File: src/rtl/uart_tx_buffered.sv
// Buffered 8N1 UART transmitter: byte FIFO in front of an LSB-first serialiser.
// State table:
//   IDLE  | line high, waiting for a queued byte
//   START | start bit (low) held one bit time
//   DATA  | eight data bits, LSB first, one bit time each
//   STOP  | stop bit (high); pops the next byte straight into START if one is queued
module uart_tx_buffered #(
  parameter int CLK_FREQ = 100000000,
  parameter int BAUD     = 38400,
  parameter int DEPTH    = 16
) (
  input  logic                     clk,
  input  logic                     reset,
  input  logic [7:0]               tx_data,
  input  logic                     tx_wr,
  output logic                     tx_busy,
  output logic [$clog2(DEPTH):0]   tx_level,
  output logic                     tx_idle,
  output logic                     tx_ovf,
  input  logic                     ovf_clr,
  output logic                     uart_txd
);

  localparam int DIV = CLK_FREQ / BAUD;
  localparam int AW  = $clog2(DEPTH);
  localparam int LW  = AW + 1;
  localparam int TW  = $clog2(DIV);
  localparam logic [TW-1:0] TIMER_LOAD = TW'(DIV - 1);
  localparam logic [LW-1:0] FULL       = LW'(DEPTH);

  typedef enum logic [1:0] {IDLE, START, DATA, STOP} state_t;

  state_t          state, state_n;
  logic [TW-1:0]   timer, timer_n;
  logic [2:0]      bitcnt, bitcnt_n;
  logic [7:0]      shreg, shreg_n;
  logic            txd_n;
  logic            pop;
  logic            push;
  logic            drop;
  logic            fifo_nonempty;
  logic [7:0]      mem [DEPTH];
  logic [AW-1:0]   wr_ptr, rd_ptr;
  logic [LW-1:0]   level_n;

  // Occupancy is judged before the edge, so a concurrent pop never makes room for a write.
  assign fifo_nonempty = (tx_level != '0);
  assign push          = tx_wr && (tx_level != FULL);
  assign drop          = tx_wr && (tx_level == FULL);
  assign level_n       = tx_level + LW'(push) - LW'(pop);

  always_comb begin
    state_n  = state;
    timer_n  = timer;
    bitcnt_n = bitcnt;
    shreg_n  = shreg;
    txd_n    = uart_txd;
    pop      = 1'b0;
    case (state)
      IDLE: begin
        if (fifo_nonempty) begin
          pop     = 1'b1;
          shreg_n = mem[rd_ptr];
          txd_n   = 1'b0;
          timer_n = TIMER_LOAD;
          state_n = START;
        end
      end
      START: begin
        if (timer == '0) begin
          txd_n    = shreg[0];
          bitcnt_n = '0;
          timer_n  = TIMER_LOAD;
          state_n  = DATA;
        end else begin
          timer_n = timer - TW'(1);
        end
      end
      DATA: begin
        if (timer == '0) begin
          timer_n = TIMER_LOAD;
          if (bitcnt == 3'd7) begin
            txd_n   = 1'b1;
            state_n = STOP;
          end else begin
            bitcnt_n = bitcnt + 3'd1;
            shreg_n  = {1'b0, shreg[7:1]};
            txd_n    = shreg[1];
          end
        end else begin
          timer_n = timer - TW'(1);
        end
      end
      STOP: begin
        if (timer == '0) begin
          if (fifo_nonempty) begin
            pop     = 1'b1;
            shreg_n = mem[rd_ptr];
            txd_n   = 1'b0;
            timer_n = TIMER_LOAD;
            state_n = START;
          end else begin
            state_n = IDLE;
          end
        end else begin
          timer_n = timer - TW'(1);
        end
      end
      default: state_n = IDLE;
    endcase
  end

  always_ff @(posedge clk) begin
    if (reset) begin
      state    <= IDLE;
      timer    <= '0;
      bitcnt   <= '0;
      shreg    <= '0;
      uart_txd <= 1'b1;
      wr_ptr   <= '0;
      rd_ptr   <= '0;
      tx_level <= '0;
      tx_busy  <= 1'b0;
      tx_idle  <= 1'b1;
      tx_ovf   <= 1'b0;
    end else begin
      state    <= state_n;
      timer    <= timer_n;
      bitcnt   <= bitcnt_n;
      shreg    <= shreg_n;
      uart_txd <= txd_n;
      if (push) wr_ptr <= wr_ptr + AW'(1);
      if (pop)  rd_ptr <= rd_ptr + AW'(1);
      tx_level <= level_n;
      tx_busy  <= (level_n == FULL);
      tx_idle  <= (state_n == IDLE) && (level_n == '0);
      // A drop on the same edge as a clear leaves the flag set.
      if (drop)         tx_ovf <= 1'b1;
      else if (ovf_clr) tx_ovf <= 1'b0;
    end
  end

  always_ff @(posedge clk) begin
    if (!reset && push) mem[wr_ptr] <= tx_data;
  end

endmodule

File: config.mk
export PLATFORM = sky130hd
export DESIGN_NAME = uart_tx_buffered
export DESIGN_NICKNAME = d
export VERILOG_FILES = /design/src/rtl/uart_tx_buffered.sv
export SDC_FILE = /design/constraint.sdc
export NUM_CORES = 1
export LEC_CHECK = 0
export ABC_AREA = 1
export CAP_MARGIN = 20
export CORE_ASPECT_RATIO = 0.9
export CORE_MARGIN = 10
export CORE_UTILIZATION = 57
export DETAILED_ROUTE_END_ITERATION = 12
export GPL_TIMING_DRIVEN = 0
export PLACE_DENSITY = 0.79
export SLEW_MARGIN = 20
export SYNTH_ARGS = -nofsm -noshare
export SYNTH_HDL_FRONTEND = slang
export SYNTH_SLANG_ARGS = --single-unit
File: constraint.sdc
create_clock -name clk -period 3.85 [get_ports clk]
set_input_delay 0.385 -clock clk [delete_from_list [all_inputs] [get_ports clk]]
set_output_delay 0.385 -clock clk [all_outputs]
set_load 0.02 [all_outputs]
==> results of run 1 <==
## Yosys cell counts
| cell | count |
|---|---|
| ha_1 | 18 |
| nand4_1 | 2 |
| a21oi_2 | 2 |
| o21ai_1 | 1 |
| o21ai_0 | 27 |
| nand3b_1 | 1 |
| buf_2 | 12 |
| xor2_1 | 9 |
| nor2_4 | 2 |
| dfxtp_1 | 46 |
| buf_4 | 4 |
| o211ai_1 | 7 |
| fa_1 | 1 |
| inv_2 | 5 |
| or2_2 | 1 |
| nand2_4 | 3 |
| nand3_1 | 104 |
| a22oi_1 | 1 |
| buf_1 | 1 |
| clkbuf_1 | 15 |
| o22ai_1 | 1 |
| nor3_1 | 3 |
| inv_1 | 99 |
| nand2_1 | 226 |
| edfxtp_1 | 128 |
| nor2_1 | 88 |
| a21oi_1 | 32 |
| nand2_2 | 2 |
| o211a_1 | 1 |
| xnor2_1 | 3 |
| nor2_2 | 3 |
| nor3_2 | 2 |
| buf_6 | 1 |
| o21ai_4 | 1 |
## worst min-delay path by stage
stage | to | slack, ps | depth (start not counted)
finish | tx_ovf$_SDFFE_PP0P_ | 470 | 2
global route | tx_ovf$_SDFFE_PP0P_ | 490 | 2
CTS | shreg[1]$_SDFFE_PP0P_ | 470 | 2
detailed placement | shreg[1]$_SDFFE_PP0P_ | 460 | 2
global placement | shreg[4]$_SDFFE_PP0P_ | 450 | 2
floorplan | shreg[1]$_SDFFE_PP0P_ | 440 | 2
## worst max-delay path, cell delays in order (launching register included)
cell and delay, ps:
dfxtp_1 320, inv_1 70, ha_1 210, nand2_2 100, nor2_4 170, nand2_4 110
inv_2 80, nand2_1 60, nand2_2 130, nand2_4 100, nor2_4 110, inv_1 70
nand2_1 60, ha_1 150, inv_1 50, fa_1 400, xnor2_1 170, nor2_1 110
nand4_1 130, o21ai_0 250, nand2_1 100, nor2_1 100
## state kept, by name (all words and copies together), names as in the netlist, named ones only
signal,flops
tx_busy,1
tx_ovf,1
uart_txd,1
timer,12
shreg,8
mem,128
bitcnt,3
tx_level,5
rd_ptr,4
tx_idle,1
wr_ptr,4
state,2
## layer usage
metal	GRT usage, %	vias to the layer above	routed length, um
met5	0	-	0
met4	7.97	0	483
met3	4.54	37	1500
met2	31.6	267	8670
met1	25.9	2742	7490
li1	-	2870	-
## power groups by stage
stage / sequential [W] / clock, W / combinational [W]
2_1_floorplan: 0.00234 / 0 / 0.00163
3_3_place_gp: 0.00231 / 0 / 0.00219
3_5_place_dp: 0.00232 / 0 / 0.00223
4_1_cts: 0.00228 / 0.00174 / 0.00225
5_1_grt: 0.00230 / 0.00181 / 0.00256
6_report: 0.00228 / 0.00172 / 0.00226
## cells in the final DEF, fill, tap and decap left out, types with 4 or more instances in the layout
master,n
o211ai_1,7
buf_4,4
o21ai_0,27
inv_1,99
inv_2,5
xor2_1,9
ha_1,18
clkbuf_16,20
nand2_1,226
buf_2,12
dfxtp_1,46
clkdlybuf4s50_1,20
clkbuf_1,16
nor2_1,88
edfxtp_1,128
nand3_1,104
a21oi_1,32
inv_6,8
## cell families after synthesis
group	count (synthesis)	share of synthesized area, %
AO/OA/AOI/OAI	73	5.18
XOR/XNOR	12	1.33
adder cells (fa/ha/maj)	19	3.09
buffers and inverters	137	6.96
flip-flops	174	60.1
AND/OR/NAND/NOR	437	23.3
## cell type report
type | count | area [um^2]
Multi-Input combinational cell | 541 | 2610
Clock inverter | 10 | 82.6
Buffer | 33 | 161
Clock buffer | 22 | 518
Inverter | 104 | 390
Timing Repair Buffer | 20 | 200
Sequential cell | 174 | 4760
Tap cell | 168 | 210
Fill cell | 1049 | 4530
## per-stage QoR
step / power [W] / std cells / instance area (um^2) / utilization (%) / hold WS [ps]
2_1_floorplan: 0.00396 / 852 / 7930 / - / 444
6_report: 0.00626 / 1072 / 8940 / 66.4 / 466
3_3_place_gp: 0.00450 / 1040 / 8340 / 61.9 / 452
5_1_grt: 0.00667 / 1072 / 8940 / 66.4 / 487
4_1_cts: 0.00627 / 1072 / 8940 / 66.4 / 469
3_5_place_dp: 0.00454 / 1040 / 8340 / 61.9 / 460
==> out/qor.txt, run 1 <==
Critical R2R Capture: tx_idle$_SDFF_PP1_
Global placer's final weighted congestion: 0.932
Final setup fails: 0
Seq/Total Area, Yosys: 60.1%
Mean Syn Cell Area: 9.30 um^2
Num rows: 40
Post-synth net total: 883
Crit. End Element: register
Pleak: 3.73 nW
First-pass GRT wire length: 29200 um
CP endpoint: tx_idle$_SDFF_PP1_
Achievable Freq: 0.321 GHz
Synth-to-Final Area Change: 12.8%
Synth area leaders: edfxtp_1, dfxtp_1, nand2_1
CTS Buffer Depth: 2
Vias after detailed routing: 5916
Fin Setup TNS: 0 ps
Tmin final: 3110 ps
I/O pin count: 21
Psw: 0.00234 W
CTS resizes: 0
Crit path max fanout: 8
Final nets: 922
Clock Skew: 10.9 ps
Worst skew pair latency: 430 ps
DIE HEIGHT: 132 um
Tcrit/Tclk final: 80.8%
Share of the synthesized area in the top cell type: 48.5%
VDD IR-drop max: 456 uV
Max_slew headroom: 42.9%
Sequential Power Share: 36.4%
DRT antenna net count: 0
TritonRoute pass-1 iters: 6
Synth Cell Area: 0.00793 mm^2
Avg WL per Cell: 16.9 um
Final HPWL from detailed placement: 12400 um
Global route total overflow: 0
Share of layout cells above drive strength 1: 7.63%
CP required: 4210 ps
Yosys top cell by area: edfxtp_1
Worst reg2reg path depth: 21
Final Worst Setup Slack: 739 ps
CP Launch Point: timer[0]$_SDFF_PP0_
Post-Place Worst Slack: 795 ps
Status: completed
Pint: 0.00393 W
Via-per-instance ratio: 5.52
Yosys warns: 0
Final hold violation count: 0
Clk sinks: 174
Gate Count Post-Synth: 852
Initial Utilization: 58.9%
Critical path launch point type: register
RSZ-0062 raised after global routing: no
Total Wirelength: 18100 um
Number of synthesized register bits: 174
Num CTS Buffers: 17
Initial DRC Count: 665
Die W: 144 um
I/O Buffers: 20
Synth cell types: 34
Worst EP arrival: 3480 ps
Total die area: 0.0190 mm^2
Worst hold path class: reg2reg
Clk slew on worst S/H paths: 70 ps
Clock power share: 27.5%
Initial antenna violation count: 0
Net Sw Frac: 37.3%
CTS H-tree lvls: 4
Cts hold-fix bufs: 0
PD cells: 701 mW/mm^2
Flop2flop setup slack: 740 ps
Combinational share of power: 36.1%
Crit Reg-Reg Startpoint: timer[0]$_SDFF_PP0_
Largest net degree at the start of global routing: 18
Fin. max-slew vios: 0
CTS tree: done
Residual DRC: 0
Postcts setup bufs: 0
Hold_sp: tx_ovf$_SDFFE_PP0P_
Core area: 0.0135 mm^2
Root buffer cell: clkbuf_16
CP Class: reg2reg
Max cap viols: 0
Antenna diodes: 0
Vias in the first global route: 5692
Actual slew at the worst max-slew pin: 854 ps
GRT Util Overall: 20.0%
No activity file was read; power rests on OpenSTA's default activity.
==> inputs of run 2 (changes only) <==
--- a/config.mk
+++ b/config.mk
@@ -9,10 +9,10 @@
 export CAP_MARGIN = 20
 export CORE_ASPECT_RATIO = 0.9
 export CORE_MARGIN = 10
-export CORE_UTILIZATION = 57
+export CORE_UTILIZATION = 56
 export DETAILED_ROUTE_END_ITERATION = 12
 export GPL_TIMING_DRIVEN = 0
-export PLACE_DENSITY = 0.79
+export PLACE_DENSITY = 0.81
 export SLEW_MARGIN = 20
 export SYNTH_ARGS = -nofsm -noshare
 export SYNTH_HDL_FRONTEND = slang
==> constraint.sdc (replaced) <==
create_clock -name clk -period 2.66 [get_ports clk]
set_input_delay 0.266 -clock clk [delete_from_list [all_inputs] [get_ports clk]]
set_output_delay 0.266 -clock clk [all_outputs]
set_load 0.02 [all_outputs]
==> run 2 against run 1 <==
The run now ends with negative setup slack left; setup slack got worse by 760 ps; wire length increased by 6.2%; cell count grew 5.3%; non-clock buffer count is 32 higher; sequential share of layout area is 2.0 points lower; largest power group is now combinational logic; hold slack worse by 0.84 ps.
==> out/qor.txt, run 2 (same netlist as run 1, synthesis figures left out) <==
Num rows: 41 (was 40)
Share of layout cells above drive strength 1: 14.7% (was 7.63%)
CP Class: reg2reg (unchanged)
Global placer's final weighted congestion: 0.878 (was 0.932)
GRT Util Overall: 19.9% (was 20.0%)
Via-per-instance ratio: 5.47 (was 5.52)
Final HPWL from detailed placement: 12100 um (was 12400 um)
Avg WL per Cell: 17.1 um (was 16.9 um)
Die W: 145 um (was 144 um)
Initial DRC Count: 781 (was 665)
CP required: 3030 ps (was 4210 ps)
Total die area: 0.0193 mm^2 (was 0.0190 mm^2)
Total Power: 0.00981 W (was 0.00626 W)
Worst hold path class: reg2reg (unchanged)
Biggest registers after layout: mem: 128 flops, timer: 12 flops, shreg: 8 flops (unchanged)
CTS H-tree lvls: 4 (unchanged)
Clk slew on worst S/H paths: 70 ps (about the same)
Global route total overflow: 0 (unchanged)
Critical-path top delay cell: fa_2 (was fa_1)
Final Worst Setup Slack: -20.2 ps (was 739 ps)
I/O Buffers: 20 (unchanged)
Tcrit/Tclk final: 101% (was 80.8%)
RSZ-0062 raised after global routing: yes (was no)
Vias after detailed routing: 6172 (was 5916)
Max_slew headroom: 35.2% (was 42.9%)
Initial antenna violation count: 0 (unchanged)
Placed cell area: 0.00837 mm^2 (was 0.00834 mm^2)
Final cell count without fillers: 1129 (was 1072)
Clk sinks: 174 (unchanged)
Actual slew at the worst max-slew pin: 968 ps (was 854 ps)
DRT antenna net count: 0 (unchanged)
Residual DRC: 0 (unchanged)
Initial Utilization: 56.8% (was 58.9%)
Filler instances: 1012 (was 1049)
VDD IR-drop max: 910 uV (was 456 uV)
Final setup fails: 1 (was 0)
Pleak: 3.89 nW (was 3.73 nW)
Final nets: 954 (was 922)
CTS Buffer Depth: 2 (unchanged)
Status: finished with violations (was completed)
DIE HEIGHT: 133 um (was 132 um)
Crit path max fanout: 3 (was 8)
Num CTS Buffers: 17 (unchanged)
Vias in the first global route: 6001 (was 5692)
Final Core Density: 66.7% (was 66.4%)
Clock Skew: 9.03 ps (was 10.9 ps)
Max cap viols: 0 (unchanged)
Root buffer cell: clkbuf_16 (unchanged)
Hold slack: 465 ps (was 466 ps)
Core area: 0.0140 mm^2 (was 0.0135 mm^2)
Placed Instances: 1065 (was 1040)
CTS tree: done (unchanged)
Violated checks: negative setup slack
Total Wirelength: 19300 um (was 18100 um)
Critical path launch point type: register (unchanged)
Tmin final: 2680 ps (was 3110 ps)
Worst EP arrival: 3050 ps (was 3480 ps)
Largest reg by FF count: mem (unchanged)
Number of flip-flops in the largest register: 128 (unchanged)
Achievable Freq: 0.373 GHz (was 0.321 GHz)
Antenna diodes: 0 (unchanged)
Crit. End Element: register (unchanged)
Synth-to-Final Area Change: 17.5% (was 12.8%)
PD cells: 1050 mW/mm^2 (was 701 mW/mm^2)
I/O pin count: 21 (unchanged)
First-pass GRT wire length: 30200 um (was 29200 um)
Commonest non-fill, non-tap cell in the layout: nand2_1 (unchanged)
TritonRoute pass-1 iters: 5 (was 6)
Worst skew pair latency: 440 ps (was 430 ps)
CP max stage delay: 360 ps (was 400 ps)
Fin. max-slew vios: 0 (unchanged)
Commonest cells after routing, fill and taps aside: nand2_1, edfxtp_1, nand3_1 (unchanged)
Fin area: 0.00931 mm^2 (was 0.00894 mm^2)
Critical-path cell list: inv_2, ha_4, nand2_4, nor2_4, nand2_4, inv_2, nand2_2, nand2_4, nand2_4, nor2_4, inv_2, nand2_2, ha_4, inv_2, fa_2, xnor2_2, nor2_1, nand4_1, o21ai_2, nand2_1, nor2_1 (was inv_1, ha_1, nand2_2, nor2_4, nand2_4, inv_2, nand2_1, nand2_2, nand2_4, nor2_4, inv_1, nand2_1, ha_1, inv_1, fa_1, xnor2_1, nor2_1, nand4_1, o21ai_0, nand2_1, nor2_1)
Final hold violation count: 0 (unchanged)
Largest net degree at the start of global routing: 19 (was 18)
run 2: worst paths after layout:
path,from,to,slack (ps),depth (start not counted)
min,tx_ovf$_SDFFE_PP0P_,tx_ovf$_SDFFE_PP0P_,470,2
max,timer[1]$_SDFF_PP0_,tx_idle$_SDFF_PP1_,-20,21
min reg2reg,tx_ovf$_SDFFE_PP0P_,tx_ovf$_SDFFE_PP0P_,470,2
max reg2reg,timer[1]$_SDFF_PP0_,tx_idle$_SDFF_PP1_,-20,21
run 2: final cells by class:
type | instances | area, um^2 | share of cell area (%)
Multi-Input combinational cell | 541 | 2730 | 29.3
Inverter | 104 | 393 | 4.22
Clock inverter | 15 | 143 | 1.53
Tap cell | 193 | 241 | 2.59
Clock buffer | 17 | 425 | 4.57
Sequential cell | 174 | 4780 | 51.3
Timing Repair Buffer | 52 | 444 | 4.77
Buffer | 33 | 161 | 1.73
run 2: where the power goes:
part	switching, W	internal [W]	total, W
clock network	0.00115	0.00125	0.00240
logic	0.00250	0.00159	0.00408
registers	0.000181	0.00315	0.00333
run 2: stage by stage:
step / setup TNS (ps) / setup WS [ps]
2_1_floorplan: 0 / 20.3
4_1_cts: -21.1 / -21.1
6_report: -20.2 / -20.2
5_1_grt: -342 / -192
3_5_place_dp: -563 / -357
3_3_place_gp: -479 / -330
run 2: repair_timing:
action | CTS | global route
setup endpoints to repair | 3 | 3
resized for setup | 41 | 6
pin swaps | 19 | 15
hold buffers | 0 | 0
buffers inserted | 22 | 10
run 2: critical path: cells and delay by family (launching register included):
| kind | cells | cell delay [ps] |
|---|---|---|
| DFF | 1 | 330 |
| and+or+nand+nor | 12 | 1080 |
| buffers and inverters | 4 | 220 |
| xor gates and xnor gates | 1 | 150 |
| AOI/OAI and AO/OA | 1 | 180 |
| adders and majority gates | 3 | 640 |
run 2: layer usage:
| layer | global-route usage [%] | up-vias | part of all wire, % | wire length [um] |
|---|---|---|---|---|
| met5 | 0 | - | 0 | 0 |
| met4 | 7.18 | 0 | 2.6 | 500 |
| met3 | 5.28 | 52 | 9.1 | 1760 |
| met2 | 33.2 | 288 | 48 | 9250 |
| met1 | 24.4 | 2896 | 40 | 7760 |
| li1 | - | 2936 | - | - |
==> inputs of run 3 (changes only) <==
--- a/config.mk
+++ b/config.mk
@@ -7,11 +7,9 @@
 export LEC_CHECK = 0
 export ABC_AREA = 1
 export CAP_MARGIN = 20
-export CORE_ASPECT_RATIO = 0.9
-export CORE_MARGIN = 10
+export CORE_MARGIN = 4
 export CORE_UTILIZATION = 56
 export DETAILED_ROUTE_END_ITERATION = 12
-export GPL_TIMING_DRIVEN = 0
 export PLACE_DENSITY = 0.81
 export SLEW_MARGIN = 20
 export SYNTH_ARGS = -nofsm -noshare
==> run 3 against run 2 <==
Flip-flop and latch count unchanged; largest power group unchanged; clock skew is 1.9 ps lower; first-iteration DRC count down 29%; non-clock buffer count fell by 14; count of clock-buffer cells in the layout is the same; via count down 2.3%; combinational power is 9.3% lower; clock power about the same; sequential power is essentially flat; power decreased by 4.0%; the flow still finishes with violations (negative setup slack); cell count down 2.4%.
==> out/qor.txt, run 3 (same netlist as run 1, synthesis figures left out) <==
Clk sinks: 174 (unchanged)
Global route total overflow: 0 (unchanged)
TritonRoute pass-1 iters: 5 (unchanged)
Initial DRC Count: 554 (was 781)
Worst EP arrival: 3030 ps (was 3050 ps)
CP required: 3030 ps (about the same)
WL met1: 7080 um (was 7760 um)
Critical R2R Capture: tx_idle$_SDFF_PP1_ (unchanged)
Antenna diodes: 0 (unchanged)
Pleak: 3.91 nW (was 3.89 nW)
Tmin final: 2670 ps (was 2680 ps)
Avg WL per Cell: 16.5 um (was 17.1 um)
Achievable Freq: 0.375 GHz (was 0.373 GHz)
DIE HEIGHT: 127 um (was 133 um)
Initial Utilization: 57.1% (was 56.8%)
CTS tree: done (unchanged)
Fin. max-slew vios: 0 (unchanged)
Critical path launch point type: register (unchanged)
Vias after detailed routing: 6032 (was 6172)
Clock Skew: 7.08 ps (was 9.03 ps)
Final Core Density: 66.4% (was 66.7%)
Crit path max fanout: 3 (unchanged)
Fin area: 0.00922 mm^2 (was 0.00931 mm^2)
Residual DRC: 0 (unchanged)
Commonest non-fill, non-tap cell in the layout: nand2_1 (unchanged)
Met2 wire len: 9030 um (was 9250 um)
Clk slew on worst S/H paths: 70 ps (about the same)
CP Launch Point: timer[0]$_SDFF_PP0_ (was timer[1]$_SDFF_PP0_)
Reg area: 0.00477 mm^2 (was 0.00478 mm^2)
Flop2flop setup slack: -6 ps (was -20 ps)
Crit. End Element: register (unchanged)
Violated checks: negative setup slack (unchanged)
Cts hold-fix bufs: 0 (unchanged)
Status: finished with violations (unchanged)
Filler instances: 993 (was 1012)
VDD IR-drop max: 521 uV (was 910 uV)
Core area: 0.0139 mm^2 (was 0.0140 mm^2)
Global placer's final weighted congestion: 0.819 (was 0.878)
Total Power: 0.00942 W (was 0.00981 W)
Synth-to-Final Area Change: 16.4% (was 17.5%)
Hold slack: 472 ps (was 465 ps)
Initial antenna violation count: 0 (unchanged)
Max_slew headroom: 48.2% (was 35.2%)
Die W: 127 um (was 145 um)
Largest reg by FF count: mem (unchanged)
Final hold violation count: 0 (unchanged)
I/O Buffers: 20 (unchanged)
Met3 WL: 1340 um (was 1760 um)
Top layer in use: met4 (unchanged)
Crit Reg-Reg Startpoint: timer[0]$_SDFF_PP0_ (was timer[1]$_SDFF_PP0_)
Actual slew at the worst max-slew pin: 775 ps (was 968 ps)
RSZ-0062 raised after global routing: yes (unchanged)
CP Class: reg2reg (unchanged)
Max cap viols: 0 (unchanged)
PD cells: 1020 mW/mm^2 (was 1050 mW/mm^2)
Worst hold path class: reg2reg (unchanged)
Total Wirelength: 18200 um (was 19300 um)
Biggest registers after layout: mem: 128 flops, timer: 12 flops, shreg: 8 flops (unchanged)
Total die area: 0.0161 mm^2 (was 0.0193 mm^2)
Commonest cells after routing, fill and taps aside: nand2_1, edfxtp_1, nand3_1 (unchanged)
CTS Buffer Depth: 2 (unchanged)
Placed cell area: 0.00850 mm^2 (was 0.00837 mm^2)
GRT Util Overall: 23.0% (was 19.9%)
Fin Setup TNS: -6.33 ps (was -20.2 ps)
Via-per-instance ratio: 5.47 (about the same)
Number of flip-flops in the largest register: 128 (unchanged)
Share of layout cells above drive strength 1: 13.2% (was 14.7%)
First-pass GRT wire length: 28600 um (was 30200 um)
Final nets: 940 (was 954)
Worst skew pair latency: 430 ps (was 440 ps)
Root buffer cell: clkbuf_16 (unchanged)
Num CTS Buffers: 17 (unchanged)
Num rows: 43 (was 41)
Multi-input logic area: 0.00266 mm^2 (was 0.00273 mm^2)
Worst reg2reg path depth: 21 (unchanged)
Largest net degree at the start of global routing: 72 (was 19)
CTS H-tree lvls: 4 (unchanged)
DRT antenna net count: 0 (unchanged)
Final Worst Setup Slack: -6.33 ps (was -20.2 ps)
Final setup fails: 1 (unchanged)
Vias in the first global route: 5727 (was 6001)
CP endpoint: tx_idle$_SDFF_PP1_ (unchanged)
Tcrit/Tclk final: 100% (was 101%)
Final HPWL from detailed placement: 11100 um (was 12100 um)
I/O pin count: 21 (unchanged)
==> run 3: changes by cell type in the layout (fill, tap and decap cells not counted), moves of 5 or more <==
cell      previous run  this run
buf_2               12         0
clkbuf_1            15         0
dfxtp_2             10         5
inv_6                2         7
buf_4               35        50
dfxtp_1             36        41
==> run 3: final cells by class <==
type                    count  share of cell area [%]
well taps                 180                    2.44
repair buffers             71                    6.46
flip-flops and latches    174                    51.7
clock inverters            15                    1.64
clock buffers              17                    4.61
multi-input cells         541                    28.8
inverters                 104                    4.26
==> run 3: through the flow <==
| step | std cells | setup slack, ps |
|---|---|---|
| floorplan | 852 | 20.3 |
| global placement | 1059 | 52.9 |
| detailed placement | 1059 | -106 |
| CTS | 1099 | 0.297 |
| global route | 1102 | -170 |
| finish | 1102 | -6.33 |
==> run 3: worst min-delay path by stage <==
stage	cells past startpoint	end	slack, ps	start
finish	2	shreg[3]$_SDFFE_PP0P_	470	shreg[3]$_SDFFE_PP0P_
floorplan	0	mem[0][0]$_DFFE_PP_	360	tx_data[0]
global placement	2	tx_ovf$_SDFFE_PP0P_	450	tx_ovf$_SDFFE_PP0P_
global route	4	tx_ovf$_SDFFE_PP0P_	500	ovf_clr
detailed placement	2	shreg[3]$_SDFFE_PP0P_	460	shreg[3]$_SDFFE_PP0P_
CTS	2	shreg[3]$_SDFFE_PP0P_	470	shreg[3]$_SDFFE_PP0P_
==> run 3: where the power goes <==
group	switching [W]	internal [W]	leakage, nW	total (W)
sequential	0.000154	0.00315	1.53	0.00330
combinational	0.00231	0.00138	2.09	0.00370
clock	0.00109	0.00133	0.287	0.00242
==> run 3: worst max-delay path, stage by stage, from the launching register on <==
cell and delay [ps]:
dfxtp_2 340, inv_2 80, ha_4 150, nand2_4 60, nor2_4 150, nand2_4 80
inv_4 70, nand2_2 40, nand2_2 80, nand2_4 70, nor2_4 100, inv_2 40
nand2_1 60, ha_2 180, inv_2 40, fa_2 360, xnor2_2 160, nor2_1 110
nand4_1 110, o21ai_1 160, nand2_1 60, nor2_1 100
==> run 3: repair_timing <==
item                       in CTS  in global routing
setup endpoints to repair       1                  3
hold endpoints to repair        0                  0
pin swaps                      15                 12
buffers inserted                8                  3
resized for setup              18                  6
==> run 3: layer usage <==
metal / up-vias / track usage, %
li1: 2902 / -
met1: 2806 / 28.9
met2: 258 / 38.1
met3: 66 / 4.46
met4: 0 / 11.7
met5: - / 0
